`config.mk`:
```
export PLATFORM = sky130hd
export DESIGN_NAME = maze_step
export DESIGN_NICKNAME = d
export VERILOG_FILES = /design/src/rtl/maze_pkg.sv /design/src/rtl/maze_step.sv
export SDC_FILE = /design/constraint.sdc
export NUM_CORES = 1
export LEC_CHECK = 0
export CORE_MARGIN = 3
export CORE_UTILIZATION = 32
export DETAILED_ROUTE_END_ITERATION = 6
export PLACE_DENSITY = 0.72
export SLEW_MARGIN = 10
export SYNTH_ARGS = -nofsm -noshare
export SYNTH_HDL_FRONTEND = slang
export SYNTH_SLANG_ARGS = --single-unit
```
`constraint.sdc`:
```
create_clock -name vclk -period 2.5
set_input_delay 0.5 -clock vclk [all_inputs]
set_output_delay 0.5 -clock vclk [all_outputs]
set_load 0.05 [all_outputs]
```
`src/rtl/maze_pkg.sv`:
```
// Shared move codes, error codes, FSM states and widths for the maze path checker.
// Pure type/constant package; no latency, no flow control.
package maze_pkg;

    localparam int COORD_W = 4;
    localparam int STEP_W  = 8;

    localparam logic [COORD_W-1:0] GRID_MIN = 4'd0;
    localparam logic [COORD_W-1:0] GRID_MAX = 4'd15;

    typedef logic [COORD_W-1:0] coord_t;
    typedef logic [STEP_W-1:0]  step_t;

    typedef enum logic [1:0] {
        MV_LEFT  = 2'b00,
        MV_UP    = 2'b01,
        MV_RIGHT = 2'b10,
        MV_DOWN  = 2'b11
    } move_t;

    typedef enum logic [1:0] {
        ERR_NONE = 2'b00,
        ERR_WALL = 2'b01,
        ERR_OOB  = 2'b10,
        ERR_END  = 2'b11
    } err_t;

    typedef enum logic [2:0] {
        IDLE      = 3'd0,
        WAIT_MOVE = 3'd1,
        READ      = 3'd2,
        CHECK     = 3'd3,
        PASS      = 3'd4,
        FAIL      = 3'd5
    } state_t;

    function automatic logic at_cell(input coord_t x, input coord_t y,
                                     input coord_t cx, input coord_t cy);
        return (x == cx) && (y == cy);
    endfunction

endpackage

```
`src/rtl/maze_step.sv`:
```
// Next-cell and grid-bounds computation for one move on the 16x16 maze.
// Purely combinational; an off-grid move reports oob and leaves the cell unchanged.
module maze_step
    import maze_pkg::*;
(
    input  coord_t     X,
    input  coord_t     Y,
    input  logic [1:0] Move,
    output coord_t     nX,
    output coord_t     nY,
    output logic       oob
);

    always_comb begin
        nX  = X;
        nY  = Y;
        oob = 1'b0;
        case (move_t'(Move))
            MV_LEFT: begin
                if (X == GRID_MIN) oob = 1'b1;
                else               nX  = X - 4'd1;
            end
            MV_UP: begin
                if (Y == GRID_MIN) oob = 1'b1;
                else               nY  = Y - 4'd1;
            end
            MV_RIGHT: begin
                if (X == GRID_MAX) oob = 1'b1;
                else               nX  = X + 4'd1;
            end
            MV_DOWN: begin
                if (Y == GRID_MAX) oob = 1'b1;
                else               nY  = Y + 4'd1;
            end
            default: oob = 1'b0;
        endcase
    end

endmodule

```
==> impl_metrics.env <==
export IMPL_status="finished clean"
export IMPL_synthCells=75
export IMPL_peakVddDrop_v=0.000192
export IMPL_placedCellCount=120
export IMPL_cp_data_required_time_ps=2000
export IMPL_max_freq_mhz=415
export IMPL_rsz0062_at_grt="true"
export IMPL_preCtsSetupSlack_ps=-235
export IMPL_grt_pass1_wl_um=2410
export IMPL_wirelength_um=1550
export IMPL_p_seq_frac=0
export IMPL_num_vias=664
export IMPL_finalWeightedCongestion=0.832
export IMPL_worstSetupPathType="input port to output port"
export IMPL_yosysTopAreaCellShare=0.100
export IMPL_grt_pass1_vias=582
export IMPL_area_growth_pct=84.5
export IMPL_p_comb_frac=1.000
export IMPL_hold_ws_ps=1580
export IMPL_worst_slack_ps=91.4
export IMPL_finalSetupViolCount=0
export IMPL_seq_cells=0
export IMPL_regArea_um2=0
export IMPL_dieArea_um2=2070
export IMPL_grt_max_degree=12
export IMPL_power_total_mw=0.252
export IMPL_wl_per_cell_um=12.9
export IMPL_internal_power_mw=0.126
export IMPL_syn_area_um2=500
export IMPL_synth_area_top_cells="ha_1, nand3_1, o21ai_0, nor2_1, buf_6"
export IMPL_drtPass1Iterations=4
export IMPL_final_area_um2=923
export IMPL_cp_end_kind="output port"
export IMPL_rows=13
export IMPL_crit_chain="clkdlybuf4s50_1, buf_4, or3_1, a21oi_2, a221o_2, buf_12"
export IMPL_grt_remaining_overflow=0
export IMPL_min_path_type="input port to output port"
export IMPL_cts_hold_buf=0
export IMPL_portBuffers=19
export IMPL_die_h_um=45.5
export IMPL_placed_area_um2=871
export IMPL_hold_viol_final=0
export IMPL_core_area_um2=1380
export IMPL_clkPwrFrac=0
export IMPL_arrival_ps=1910
export IMPL_netlist_top_cell_by_area="ha_1"
export IMPL_dpl_hpwl_um=1200
export IMPL_io_pins=19
export IMPL_yosysWarnings=0
export IMPL_antenna_found_initial=0
export IMPL_drv_cap=0
export IMPL_slew_viol_final=0
export IMPL_path_max_fanout=7
export IMPL_crit_buf_inv=3
export IMPL_antenna_cells=0
export IMPL_synth_fp_nets=89
export IMPL_n_clock_buffer=0
export IMPL_ant_nets=0
export IMPL_utilization=0.668
export IMPL_fin_cells=120
export IMPL_cpMaxStageDelayCell="clkdlybuf4s50_1"
export IMPL_max_stage_delay_ps=460
export IMPL_cts_setup_buffers=0
export IMPL_fin_tns_setup_ps=0
export IMPL_hp_start="X[3]"
export IMPL_chipWidth_um=45.5
export IMPL_start_kind="input port"
export IMPL_layout_drive_gt1_share=0.419
export IMPL_power_density_nw_per_um2=273
export IMPL_drtIter0Drc=11
export IMPL_p_leak_nw=0.433
export IMPL_avgSynthCellArea_um2=6.67
export IMPL_relSlewSlack=0.740
export IMPL_initial_core_util=0.362
export IMPL_yosysUniqueCellTypes=33
export IMPL_path_delay_family="buffers and inverters"
export IMPL_period_needed_ps=2410
export IMPL_gr_usage_all_layers=0.148
export IMPL_drc=0
export IMPL_period_share=0.963
export IMPL_switchingPower_mw=0.127
export IMPL_via_per_inst=5.53
export IMPL_yosysSeqAreaShare=0
export IMPL_tightest_slew_ps=389
export IMPL_startpoint="Move[0]"
export IMPL_synthTopCellsByCount="nand3_1, nor2_1, o21ai_0, inv_1, ha_1"
export IMPL_p_sw_frac=0.502
export IMPL_final_nets=121
[layout by cell type (no fill, tap or decap), types with 3 or more instances in the layout]
cell type | Yosys | routed
buf_12 | 0 | 6
buf_4 | 2 | 18
dlygate4sd2_1 | 0 | 4
dlymetal6s2s_1 | 0 | 3
inv_1 | 6 | 5
nand2_1 | 3 | 3
nand3_1 | 7 | 7
nor2_1 | 7 | 6
o21ai_0 | 7 | 5
o21ai_1 | 3 | 4
[kinds of logic (layout without fill, tap and decap cells)]
family | count (synthesis) | in the layout | synth area share
mux | 1 | 1 | 0.0200
simple gates | 32 | 32 | 0.365
buf+inv | 12 | 42 | 0.157
xor+xnor | 2 | 2 | 0.0350
compound gates | 24 | 24 | 0.322
fa+ha+maj | 4 | 4 | 0.100
[worst paths after layout]
path,end,slack (ps),depth (start not counted)
setup / recovery,nX[1],90,6
hold / removal,nX[2],1580,4
[layout make-up]
class                           count  area (um^2)
Multi-Input combinational cell     63          472
Fill cell                         119          459
Timing Repair Buffer               36          410
Inverter                            6         22.5
Tap cell                           15         18.8
[tightest hold or removal path, stage by stage]
cell	delay (ps)
dlymetal6s2s_1	190
o21ai_0	110
nand3_1	110
buf_12	170
[power by group through the flow]
stage | sequential (mW) | combinational [mW] | clock, mW
6_report | 0 | 0.252 | 0
2_1_floorplan | 0 | 0.126 | 0
5_1_grt | 0 | 0.266 | 0
4_1_cts | 0 | 0.245 | 0
3_3_place_gp | 0 | 0.237 | 0
3_5_place_dp | 0 | 0.241 | 0
[timing repair]
action                                  4_1_cts  5_1_grt
pin swaps                                     3        3
gates resized for setup                       8       16
endpoints found under the setup margin        8        8
[routing by layer]
layer | vias to the layer above | wire [um] | track usage
met2 | 22 | 833 | 0.295
met1 | 307 | 636 | 0.177
met4 | 0 | 0 | 0.0175
li1 | 335 | - | -
met3 | 0 | 77 | 0
met5 | - | 0 | 0
No activity file was read; power rests on OpenSTA's default activity.
